`config.mk`:
```
export PLATFORM = sky130hd
export DESIGN_NAME = ram_port_master_flat
export DESIGN_NICKNAME = d
export VERILOG_FILES = /design/src/rtl/ram_port_master_if.sv /design/src/rtl/ram_port_master.sv /design/src/flat_wrapper.sv
export SDC_FILE = /design/constraint.sdc
export NUM_CORES = 1
export LEC_CHECK = 0
export CORE_ASPECT_RATIO = 1.2
export CORE_MARGIN = 3
export CORE_UTILIZATION = 40
export CTS_BUF_LIST = sky130_fd_sc_hd__clkbuf_4 sky130_fd_sc_hd__clkbuf_8
export DETAILED_ROUTE_END_ITERATION = 10
export GPL_TIMING_DRIVEN = 0
export PLACE_DENSITY = 0.84
export SLEW_MARGIN = 40
export SYNTH_ARGS = -nofsm -noshare
export SYNTH_HDL_FRONTEND = slang
export SYNTH_SLANG_ARGS = --single-unit
```
`constraint.sdc`:
```
create_clock -name clk -period 2.1 [get_ports clk]
set_input_delay 0.315 -clock clk [delete_from_list [all_inputs] [get_ports clk]]
set_output_delay 0.315 -clock clk [all_outputs]
set_load 0.005 [all_outputs]
```
`src/rtl/ram_port_master_if.sv`:
```
// Bundle of the command, response and RAM-pin signals of ram_port_master.
// The master modport is the block itself; the slave modport is the agent/RAM side.
interface ram_port_master_if #(
   parameter int ADDRESS_WIDTH = 8,
   parameter int DATA_WIDTH    = 32,
   parameter int LEN_WIDTH     = 4
);

   logic                     cmd_valid;
   logic                     cmd_ready;
   logic                     cmd_write;
   logic [ADDRESS_WIDTH-1:0] cmd_addr;
   logic [LEN_WIDTH-1:0]     cmd_len;
   logic [DATA_WIDTH-1:0]    cmd_wdata;

   logic                     rsp_valid;
   logic                     rsp_ready;
   logic [DATA_WIDTH-1:0]    rsp_data;
   logic                     rsp_last;

   logic                     ram_read_en;
   logic                     ram_write_en;
   logic [ADDRESS_WIDTH-1:0] ram_addr;
   logic [DATA_WIDTH-1:0]    ram_data_in;
   logic [DATA_WIDTH-1:0]    ram_data_out;

   logic                     busy;

   modport master (
      input  cmd_valid, cmd_write, cmd_addr, cmd_len, cmd_wdata,
      output cmd_ready,
      output rsp_valid, rsp_data, rsp_last,
      input  rsp_ready,
      output ram_read_en, ram_write_en, ram_addr, ram_data_in,
      input  ram_data_out,
      output busy
   );

   modport slave (
      output cmd_valid, cmd_write, cmd_addr, cmd_len, cmd_wdata,
      input  cmd_ready,
      input  rsp_valid, rsp_data, rsp_last,
      output rsp_ready,
      input  ram_read_en, ram_write_en, ram_addr, ram_data_in,
      output ram_data_out,
      input  busy
   );

endinterface

```
`src/rtl/ram_port_master.sv`:
```
// Command-side initiator for a single-port RAM: valid/ready commands in, RAM pins out,
// registered read responses back. Define RAM_PORT_BURST_EN to honour cmd_len bursts.
module ram_port_master #(
   parameter int ADDRESS_WIDTH = 8,
   parameter int DATA_WIDTH    = 32,
   parameter int LEN_WIDTH     = 4
) (
   input logic               clk,
   input logic               clr,
   ram_port_master_if.master bus
);

   typedef enum logic [1:0] {
      IDLE  = 2'd0,
      WRITE = 2'd1,
      READ  = 2'd2,
      DRAIN = 2'd3
   } state_t;

   state_t                   state_q, state_d;
   logic [ADDRESS_WIDTH-1:0] addr_q, addr_d;
   logic [LEN_WIDTH-1:0]     cnt_q, cnt_d;
   logic [DATA_WIDTH-1:0]    wdata_q, wdata_d;
   logic [DATA_WIDTH-1:0]    rsp_data_q, rsp_data_d;
   logic                     rsp_valid_q, rsp_valid_d;
   logic                     rsp_last_q, rsp_last_d;

   logic [LEN_WIDTH-1:0]     cmd_len_eff;
   logic                     cnt_zero;
   logic                     rsp_taken;
   logic                     read_beat;
   logic                     cmd_ready_c;
   logic                     ram_write_en_c;
   logic [DATA_WIDTH-1:0]    ram_data_in_c;

`ifdef RAM_PORT_BURST_EN
   assign cmd_len_eff = bus.cmd_len;
`else
   assign cmd_len_eff = '0;
`endif

   assign cnt_zero  = (cnt_q == '0);
   assign rsp_taken = rsp_valid_q && bus.rsp_ready;
   // A read beat may issue whenever the response register is free or being emptied this edge.
   assign read_beat = (state_q == READ) && (!rsp_valid_q || bus.rsp_ready);

   always_comb begin
      state_d        = state_q;
      addr_d         = addr_q;
      cnt_d          = cnt_q;
      wdata_d        = wdata_q;
      rsp_data_d     = rsp_data_q;
      rsp_valid_d    = rsp_valid_q;
      rsp_last_d     = rsp_last_q;
      cmd_ready_c    = 1'b0;
      ram_write_en_c = 1'b0;
      ram_data_in_c  = '0;

      if (rsp_taken) begin
         rsp_valid_d = 1'b0;
      end

      case (state_q)
         IDLE: begin
            cmd_ready_c = 1'b1;
            if (bus.cmd_valid) begin
               addr_d  = bus.cmd_addr;
               cnt_d   = cmd_len_eff;
               wdata_d = bus.cmd_wdata;
               state_d = bus.cmd_write ? WRITE : READ;
            end
         end

         WRITE: begin
            ram_write_en_c = 1'b1;
            ram_data_in_c  = wdata_q;
            addr_d         = addr_q + 1'b1;
            if (cnt_zero) begin
               state_d = IDLE;
            end else begin
               cnt_d = cnt_q - 1'b1;
            end
         end

         READ: begin
            if (read_beat) begin
               rsp_data_d  = bus.ram_data_out;
               rsp_valid_d = 1'b1;
               rsp_last_d  = cnt_zero;
               addr_d      = addr_q + 1'b1;
               if (cnt_zero) begin
                  state_d = DRAIN;
               end else begin
                  cnt_d = cnt_q - 1'b1;
               end
            end
         end

         DRAIN: begin
            if (rsp_taken) begin
               state_d = IDLE;
            end
         end

         default: begin
            state_d = IDLE;
         end
      endcase
   end

   always_ff @(posedge clk) begin
      if (clr) begin
         state_q     <= IDLE;
         addr_q      <= '0;
         cnt_q       <= '0;
         wdata_q     <= '0;
         rsp_data_q  <= '0;
         rsp_valid_q <= 1'b0;
         rsp_last_q  <= 1'b0;
      end else begin
         state_q     <= state_d;
         addr_q      <= addr_d;
         cnt_q       <= cnt_d;
         wdata_q     <= wdata_d;
         rsp_data_q  <= rsp_data_d;
         rsp_valid_q <= rsp_valid_d;
         rsp_last_q  <= rsp_last_d;
      end
   end

   assign bus.cmd_ready    = cmd_ready_c;
   assign bus.rsp_valid    = rsp_valid_q;
   assign bus.rsp_data     = rsp_data_q;
   assign bus.rsp_last     = rsp_last_q;
   assign bus.ram_read_en  = read_beat;
   assign bus.ram_write_en = ram_write_en_c;
   assign bus.ram_addr     = addr_q;
   assign bus.ram_data_in  = ram_data_in_c;
   assign bus.busy         = (state_q != IDLE);

endmodule
```
`src/flat_wrapper.sv`:
```
// flat-port wrapper written by rule: the top's interface ports become plain ports
module ram_port_master_flat 
#(
   parameter int ADDRESS_WIDTH = 8,
   parameter int DATA_WIDTH    = 32,
   parameter int LEN_WIDTH     = 4
)
  (clk, clr, bus_cmd_valid, bus_cmd_write, bus_cmd_addr, bus_cmd_len, bus_cmd_wdata, bus_cmd_ready, bus_rsp_valid, bus_rsp_data, bus_rsp_last, bus_rsp_ready, bus_ram_read_en, bus_ram_write_en, bus_ram_addr, bus_ram_data_in, bus_ram_data_out, bus_busy);
  ram_port_master_if #(.ADDRESS_WIDTH(ADDRESS_WIDTH), .DATA_WIDTH(DATA_WIDTH), .LEN_WIDTH(LEN_WIDTH)) bus_i ();
  input logic clk;
  input logic clr;
  input wire logic [$bits(bus_i.cmd_valid)-1:0] bus_cmd_valid;
  input wire logic [$bits(bus_i.cmd_write)-1:0] bus_cmd_write;
  input wire logic [$bits(bus_i.cmd_addr)-1:0] bus_cmd_addr;
  input wire logic [$bits(bus_i.cmd_len)-1:0] bus_cmd_len;
  input wire logic [$bits(bus_i.cmd_wdata)-1:0] bus_cmd_wdata;
  output wire logic [$bits(bus_i.cmd_ready)-1:0] bus_cmd_ready;
  output wire logic [$bits(bus_i.rsp_valid)-1:0] bus_rsp_valid;
  output wire logic [$bits(bus_i.rsp_data)-1:0] bus_rsp_data;
  output wire logic [$bits(bus_i.rsp_last)-1:0] bus_rsp_last;
  input wire logic [$bits(bus_i.rsp_ready)-1:0] bus_rsp_ready;
  output wire logic [$bits(bus_i.ram_read_en)-1:0] bus_ram_read_en;
  output wire logic [$bits(bus_i.ram_write_en)-1:0] bus_ram_write_en;
  output wire logic [$bits(bus_i.ram_addr)-1:0] bus_ram_addr;
  output wire logic [$bits(bus_i.ram_data_in)-1:0] bus_ram_data_in;
  input wire logic [$bits(bus_i.ram_data_out)-1:0] bus_ram_data_out;
  output wire logic [$bits(bus_i.busy)-1:0] bus_busy;
  assign bus_i.cmd_valid = bus_cmd_valid;
  assign bus_i.cmd_write = bus_cmd_write;
  assign bus_i.cmd_addr = bus_cmd_addr;
  assign bus_i.cmd_len = bus_cmd_len;
  assign bus_i.cmd_wdata = bus_cmd_wdata;
  assign bus_cmd_ready = bus_i.cmd_ready;
  assign bus_rsp_valid = bus_i.rsp_valid;
  assign bus_rsp_data = bus_i.rsp_data;
  assign bus_rsp_last = bus_i.rsp_last;
  assign bus_i.rsp_ready = bus_rsp_ready;
  assign bus_ram_read_en = bus_i.ram_read_en;
  assign bus_ram_write_en = bus_i.ram_write_en;
  assign bus_ram_addr = bus_i.ram_addr;
  assign bus_ram_data_in = bus_i.ram_data_in;
  assign bus_i.ram_data_out = bus_ram_data_out;
  assign bus_busy = bus_i.busy;
  ram_port_master #(.ADDRESS_WIDTH(ADDRESS_WIDTH), .DATA_WIDTH(DATA_WIDTH), .LEN_WIDTH(LEN_WIDTH)) u_core (.clk(clk), .clr(clr), .bus(bus_i));
endmodule
```
; ---- After elaboration in Yosys (flattened, before gate mapping)
; Cells that the tools add are included.
[totals]
regBits = 80
inputBits = 81
output_inout_bits = 78
wordCells = 49
[op_classes]
addsub = 2
eq_ne = 8
mux = 20
n_reduce_logical = 12
[op_table]
columns = op, count
row1 = 32-bit 2-to-1 mux, 1
row2 = 8-bit case mux with 3 select lines, 1
row3 = 8-bit 2-to-1 mux, 2
row4 = 2-bit 2-to-1 mux, 6
row5 = 4-bit 2-to-1 mux, 3
row6 = 4-bit case mux with 3 select lines, 1
row7 = 8-bit by 1-bit adder with 8-bit output (second input constant), 1
row8 = 2-bit case mux with 4 select lines, 1
row9 = 2-bit by 1-bit inequality test with 1-bit output (second input constant), 3
row10 = 1-bit 2-to-1 mux, 5
row11 = 5-bit AND reduction, 1
row12 = 2-bit equality test (second input constant), 2
row13 = 4-bit zero test, 1
row14 = 2-bit inequality test (second input constant), 2
row15 = 2-bit AND reduction, 2
row16 = 4-bit by 1-bit subtractor with 4-bit output (second input constant), 1
row17 = 3-bit AND reduction, 1
row18 = 3-bit nonzero test, 1
row19 = 2-bit by 1-bit equality test with 1-bit output (second input constant), 1
row20 = 1-bit logical AND, 2
row21 = 2-bit zero test, 1
row22 = 2-bit nonzero test, 1
row23 = 1-bit zero test, 1
row24 = 1-bit logical OR, 1

; ---- Depth between registers and ports, before layout
[depth]
depth_word = 5
ltp_mapped = 8
depth_no_buf = 6

; ---- Least setup slack after synthesis
; Ideal clock, no wire load.
[synth_timing]
path_type = register to register
start = reg u_core.state_q[0]
end = reg u_core.cnt_q[1]
setup_time_ps = 70
t_arrival_ps = 1654
t_required_ps = 2030
path_slack_ps = 375
stages_incl_launch_ff = 7
path_buffers = 0
period_less_slack_ps = 1725
cell_sequence = dfxtp_1 inv_1 ha_1 nor2b_4 a211o_1 or4_1 a21oi_1
[synth_between]
elab_chain_len = 4
word_cells_on_any_way = 9
[synth_lines]
columns = element, line_no
row1 = start: declaration, ram_port_master.sv:20  ; state_t state_q, state_d;
row2 = start signal: assignment, ram_port_master.sv:121  ; state_q <= state_d;
row3 = 2-bit equality test, "ram_port_master.sv:45, ram_port_master.sv:63"
row4 = 1-bit logical AND, ram_port_master.sv:45  ; assign read_beat = (state_q == READ) && (!rsp_valid_q || bus.rsp_ready);
row5 = 2-bit inequality test (no line), --
row6 = 3-bit AND reduction (no line), --
row7 = end signal: assignment, ram_port_master.sv:123  ; cnt_q <= cnt_d;
row8 = end: declaration, ram_port_master.sv:22  ; logic [LEN_WIDTH-1:0] cnt_q, cnt_d;
; Parallel ways exist; a longest one is shown, timed or not.
; A chain may end at the register's enable or synchronous reset.

; ---- Worst setup path in the final report
[layout_timing]
start = reg u_core.state_q[1]
end = out bus_ram_data_in[16]
[layout_between]
elab_chain_len = 2
[layout_lines]
columns = element, line_no
row1 = 2-bit by 1-bit equality test with 1-bit output, ram_port_master.sv:63  ; case (state_q)
row2 = 32-bit 2-to-1 mux, ram_port_master.sv:63
row3 = end: declaration, flat_wrapper.sv:25  ; output wire logic [$bits(bus_i.ram_data_in)-1:0] bus_ram_data_in;
; Every way passes these cells.

==> impl_metrics.py <==
metrics = {
    "critical_path": {
        "r2r_slack_ns": 0.13,
        "crit_required_ns": 1.78,
        "cp_top_family": "buffers and inverters",
        "cp_slowest_stage_delay_ns": 0.51,
        "critical_path.slowest_cell": "sky130_fd_sc_hd__clkdlybuf4s50_1",
        "worstPathArrival_ns": 1.78,
        "startpoint_type": "flip-flop",
        "crit_path_end_kind": "primary output",
        "criticalPathCategory": "reg -> out",
        "path_buf_inv": 3,
        "critical_path.cell_chain": "inv_4 -> ha_4 -> clkbuf_8 -> and2_1 -> clkdlybuf4s50_1",
        "critPathMaxFanout": 10,
    },
    "synth": {
        "synth_enable_flop_cells": 0,
        "syn-cell-area_um2": 3390,
        "most_instantiated_flip_flop_cell_in_the_synthesis_netlist": "sky130_fd_sc_hd__dfxtp_1",
        "number_of_storage_elements_in_the_synthesis_netlist": 80,
        "synth-warning-count": 0,
        "synth-seq-area-share": 0.473,
        "synthesis.nets": 524,
        "postSynthCellCount": 436,
        "synth.distinct_cells": 40,
        "synth.avg_cell_area_um2": 7.77,
        "asyncSetResetFlopFracSynth": 0,
    },
    "global_routing": {
        "grt_start_max_net_pins": 16,
        "overflow": 0,
        "groute.layer.met3.usage": 0.0400,
        "gr-usage-all-layers": 0.203,
        "groute.layer.met2.usage": 0.374,
        "number_of_global_route_vias_before_repair": 3409,
        "grt_antenna_before_repair": 0,
        "grt_pass1_wl_um": 16000,
        "grt_busiest_layer": "met2",
        "met1_usage_in_global_routing": 0.233,
    },
    "die": {
        "io_pins": 159,
        "die-width_um": 90.0,
        "floorplan.initialDensity": 0.413,
        "die_y_um": 107,
        "placeableCoreArea_um2": 8200,
        "fp-row-count": 36,
        "dieArea_um2": 9620,
    },
    "placement": {
        "portBuffers": 153,
        "gp_routability_congestion": 0.769,
        "placed_cell_area_um2": 5060,
        "dpl.hpwl_um": 7530,
    },
    "drt": {
        "dr_total_vias": 3503,
        "drt_wirelength_um": 10000,
        "number_of_violations_reported_at_the_end_of_detailed_routing_iteration_0": 171,
        "drtPass1Iterations": 4,
        "vias_per_cell": 4.86,
        "drt.antenna.violating_nets": 0,
        "routedWlPerCell_um": 13.9,
        "drc_errors": 0,
    },
    "layout": {
        "num-fill-cells": 704,
        "area_delta_synth_final_pct": 59.2,
        "layout.nets": 690,
        "share_of_final_layout_standard_cells_stronger_than_drive_strength_1": 0.0725,
        "area.sequential_um2": 1610,
        "multiInputGateArea_um2": 1680,
        "layout.cell_area.non_filler_um2": 5390,
        "insertedDiodeCount": 0,
    },
    "clocking": {
        "cts-hold-fix-buffers": 0,
        "clock-root-buffer": "sky130_fd_sc_hd__clkbuf_8",
        "worst_skew_pair.late_latency_ns": 0.35,
        "cts_sinks": 80,
        "cts_htree_levels": 3,
        "numCtsBuffers": 9,
        "clock_path_buffers": 2,
        "clk_transition_reported_paths_ns": 0.08,
        "tritoncts_clock_tree": "yes",
    },
    "sta": {
        "timing.slew.headroom": 0.640,
        "timing_worst_slew_pin_value_ns": 0.540,
        "period_needed_ns": 2.09,
        "finalMaxSlewViolations": 0,
        "fin_clk_skew_ns": 0.00925,
        "finalHoldWorstSlack_ns": 0.431,
        "setup_viol": 0,
        "finalHoldViolCount": 0,
        "totalNegativeSetupSlack_ns": 0,
        "clock.fmax_mhz": 478,
        "ratio_of_final_minimum_period_to_clock_period": 0.996,
        "rsz0062_at_grt": "true",
    },
    "power_and_ir_drop": {
        "internal_power_mw": 3.69,
        "total_switching_power_mw": 1.97,
        "power.density_nw_per_um2": 1050,
        "irDropWorstVdd_v": 0.000461,
        "power_leakage_nw": 2.16,
        "power.clock.fraction": 0.209,
        "seq_power_share": 0.364,
        "comb_power_share": 0.428,
        "power.share.switching": 0.348,
    },
    "outcome": {
        "run_status": "complete, no violations",
    },
    "run": {
        "maximum_capacitance_violations": 0,
    },
    "hold_path": {
        "hp_class": "in -> reg",
    },
}
==> repair_timing <==
action,CTS,global route
setup buffers,2,2
hold endpoints to repair,0,0
setup endpoints to repair,33,27
gates resized for setup,25,12
==> sequential cells by signal (all words and copies together) (netlist names) <==
signal and count:
u_core.bus.ram_addr 8, u_core.bus.rsp_data 32, u_core.bus.rsp_last 1, u_core.bus.rsp_valid 1, u_core.cnt_q 4, u_core.state_q 2, u_core.wdata_q 32
==> cell type report <==
cell class / count / share of cell area
Multi-Input combinational cell: 319 / 0.311
Sequential cell: 80 / 0.298
Timing Repair Buffer: 157 / 0.293
Clock buffer: 12 / 0.0295
Buffer: 28 / 0.0271
Tap cell: 114 / 0.0264
Clock inverter: 4 / 0.00974
Inverter: 7 / 0.00580
==> stage by stage <==
step / utilization / power [mW] / std cells / setup slack (ns)
after global placement: 0.618 / 4.29 / 703 / -0.427
after detailed placement: 0.618 / 4.37 / 703 / -0.413
after CTS: 0.652 / 5.66 / 719 / 0.00383
final: 0.658 / 5.67 / 721 / 0.00868
after global routing: 0.658 / 6.06 / 721 / -0.0476
after floorplan: - / 3.30 / 436 / 0.375
==> cells by family after synthesis <==
| family | Yosys count | synth area share |
|---|---|---|
| mux | 3 | 0.00923 |
| compound gates | 101 | 0.162 |
| simple gates | 208 | 0.285 |
| flops | 80 | 0.473 |
| buf+inv | 37 | 0.0443 |
| fa+ha+maj | 7 | 0.0258 |
==> final timing paths <==
path,startpoint,depth (start not counted),to
max,u_core.state_q[1]$_SDFFE_PP0P_,5,bus_ram_data_in[16]
min,clr,2,u_core.bus.rsp_data[28]$_SDFFE_PP0P_
max reg2reg,u_core.state_q[0]$_SDFFE_PP0P_,6,u_core.cnt_q[0]$_SDFFE_PP0P_
min reg2reg,u_core.wdata_q[4]$_SDFFE_PP0P_,2,u_core.wdata_q[4]$_SDFFE_PP0P_
==> power groups by stage <==
stage	Combinational, mW	Sequential [mW]	Clock [mW]
floorplan	1.24	2.06	0
global placement	2.24	2.06	0
detailed placement	2.29	2.08	0
CTS	2.39	2.06	1.21
global route	2.69	2.10	1.27
finish	2.42	2.06	1.18
==> worst reg2reg max path, delay by kind of cell (launching register included) <==
kind,cells,cell delay [ns]
AO/OA/AOI/OAI,1,0.16
adder cells (fa/ha/maj),1,0.42
buffers and inverters,3,0.39
flip-flops,1,0.38
AND/OR/NAND/NOR,1,0.55
==> routing by layer <==
| layer | up-vias | part of all wire |
|---|---|---|
| li1 | 1766 | - |
| met1 | 1587 | 0.41 |
| met3 | 18 | 0.055 |
| met2 | 132 | 0.51 |
| met5 | - | 0 |
| met4 | 0 | 0.018 |
==> synthesized netlist by cell type (2+ instances only) <==
cell                       instances  area share
sky130_fd_sc_hd__inv_1             6      0.0066
sky130_fd_sc_hd__o21ai_1           2      0.0030
sky130_fd_sc_hd__and4b_1           2      0.0059
sky130_fd_sc_hd__a21oi_1          77        0.11
sky130_fd_sc_hd__mux2i_1           2      0.0059
sky130_fd_sc_hd__ha_1              7       0.026
sky130_fd_sc_hd__buf_2             9       0.013
sky130_fd_sc_hd__a211oi_1          3      0.0066
sky130_fd_sc_hd__clkbuf_1         21       0.023
sky130_fd_sc_hd__nor2b_1           2      0.0037
sky130_fd_sc_hd__nor2_1           10       0.011
sky130_fd_sc_hd__and2b_1           2      0.0044
sky130_fd_sc_hd__nand4_1           2      0.0037
sky130_fd_sc_hd__nand2_1         139        0.15
sky130_fd_sc_hd__and4_1            2      0.0052
sky130_fd_sc_hd__and2_1           35       0.065
sky130_fd_sc_hd__nand3_1           2      0.0030
sky130_fd_sc_hd__nand2b_1          2      0.0037
sky130_fd_sc_hd__nor2b_4           2      0.0081
sky130_fd_sc_hd__or4_1             2      0.0044
sky130_fd_sc_hd__dfxtp_1          80        0.47
sky130_fd_sc_hd__o21ai_0           9       0.013
==> placed cells by master (no fill, tap or decap), types with 3 or more instances in the layout <==
master                            count
sky130_fd_sc_hd__a211oi_1             3
sky130_fd_sc_hd__a21oi_1             77
sky130_fd_sc_hd__and2_1              35
sky130_fd_sc_hd__buf_2                8
sky130_fd_sc_hd__buf_4                4
sky130_fd_sc_hd__clkbuf_1            17
sky130_fd_sc_hd__clkbuf_8            13
sky130_fd_sc_hd__clkdlybuf4s50_1    140
sky130_fd_sc_hd__clkinvlp_4           3
sky130_fd_sc_hd__dfxtp_1             78
sky130_fd_sc_hd__dlygate4sd2_1        4
sky130_fd_sc_hd__dlymetal6s2s_1       9
sky130_fd_sc_hd__ha_1                 5
sky130_fd_sc_hd__inv_1                4
sky130_fd_sc_hd__nand2_1            139
sky130_fd_sc_hd__nor2_1              10
sky130_fd_sc_hd__o21ai_0              9
(Power assumes the default switching activity.)
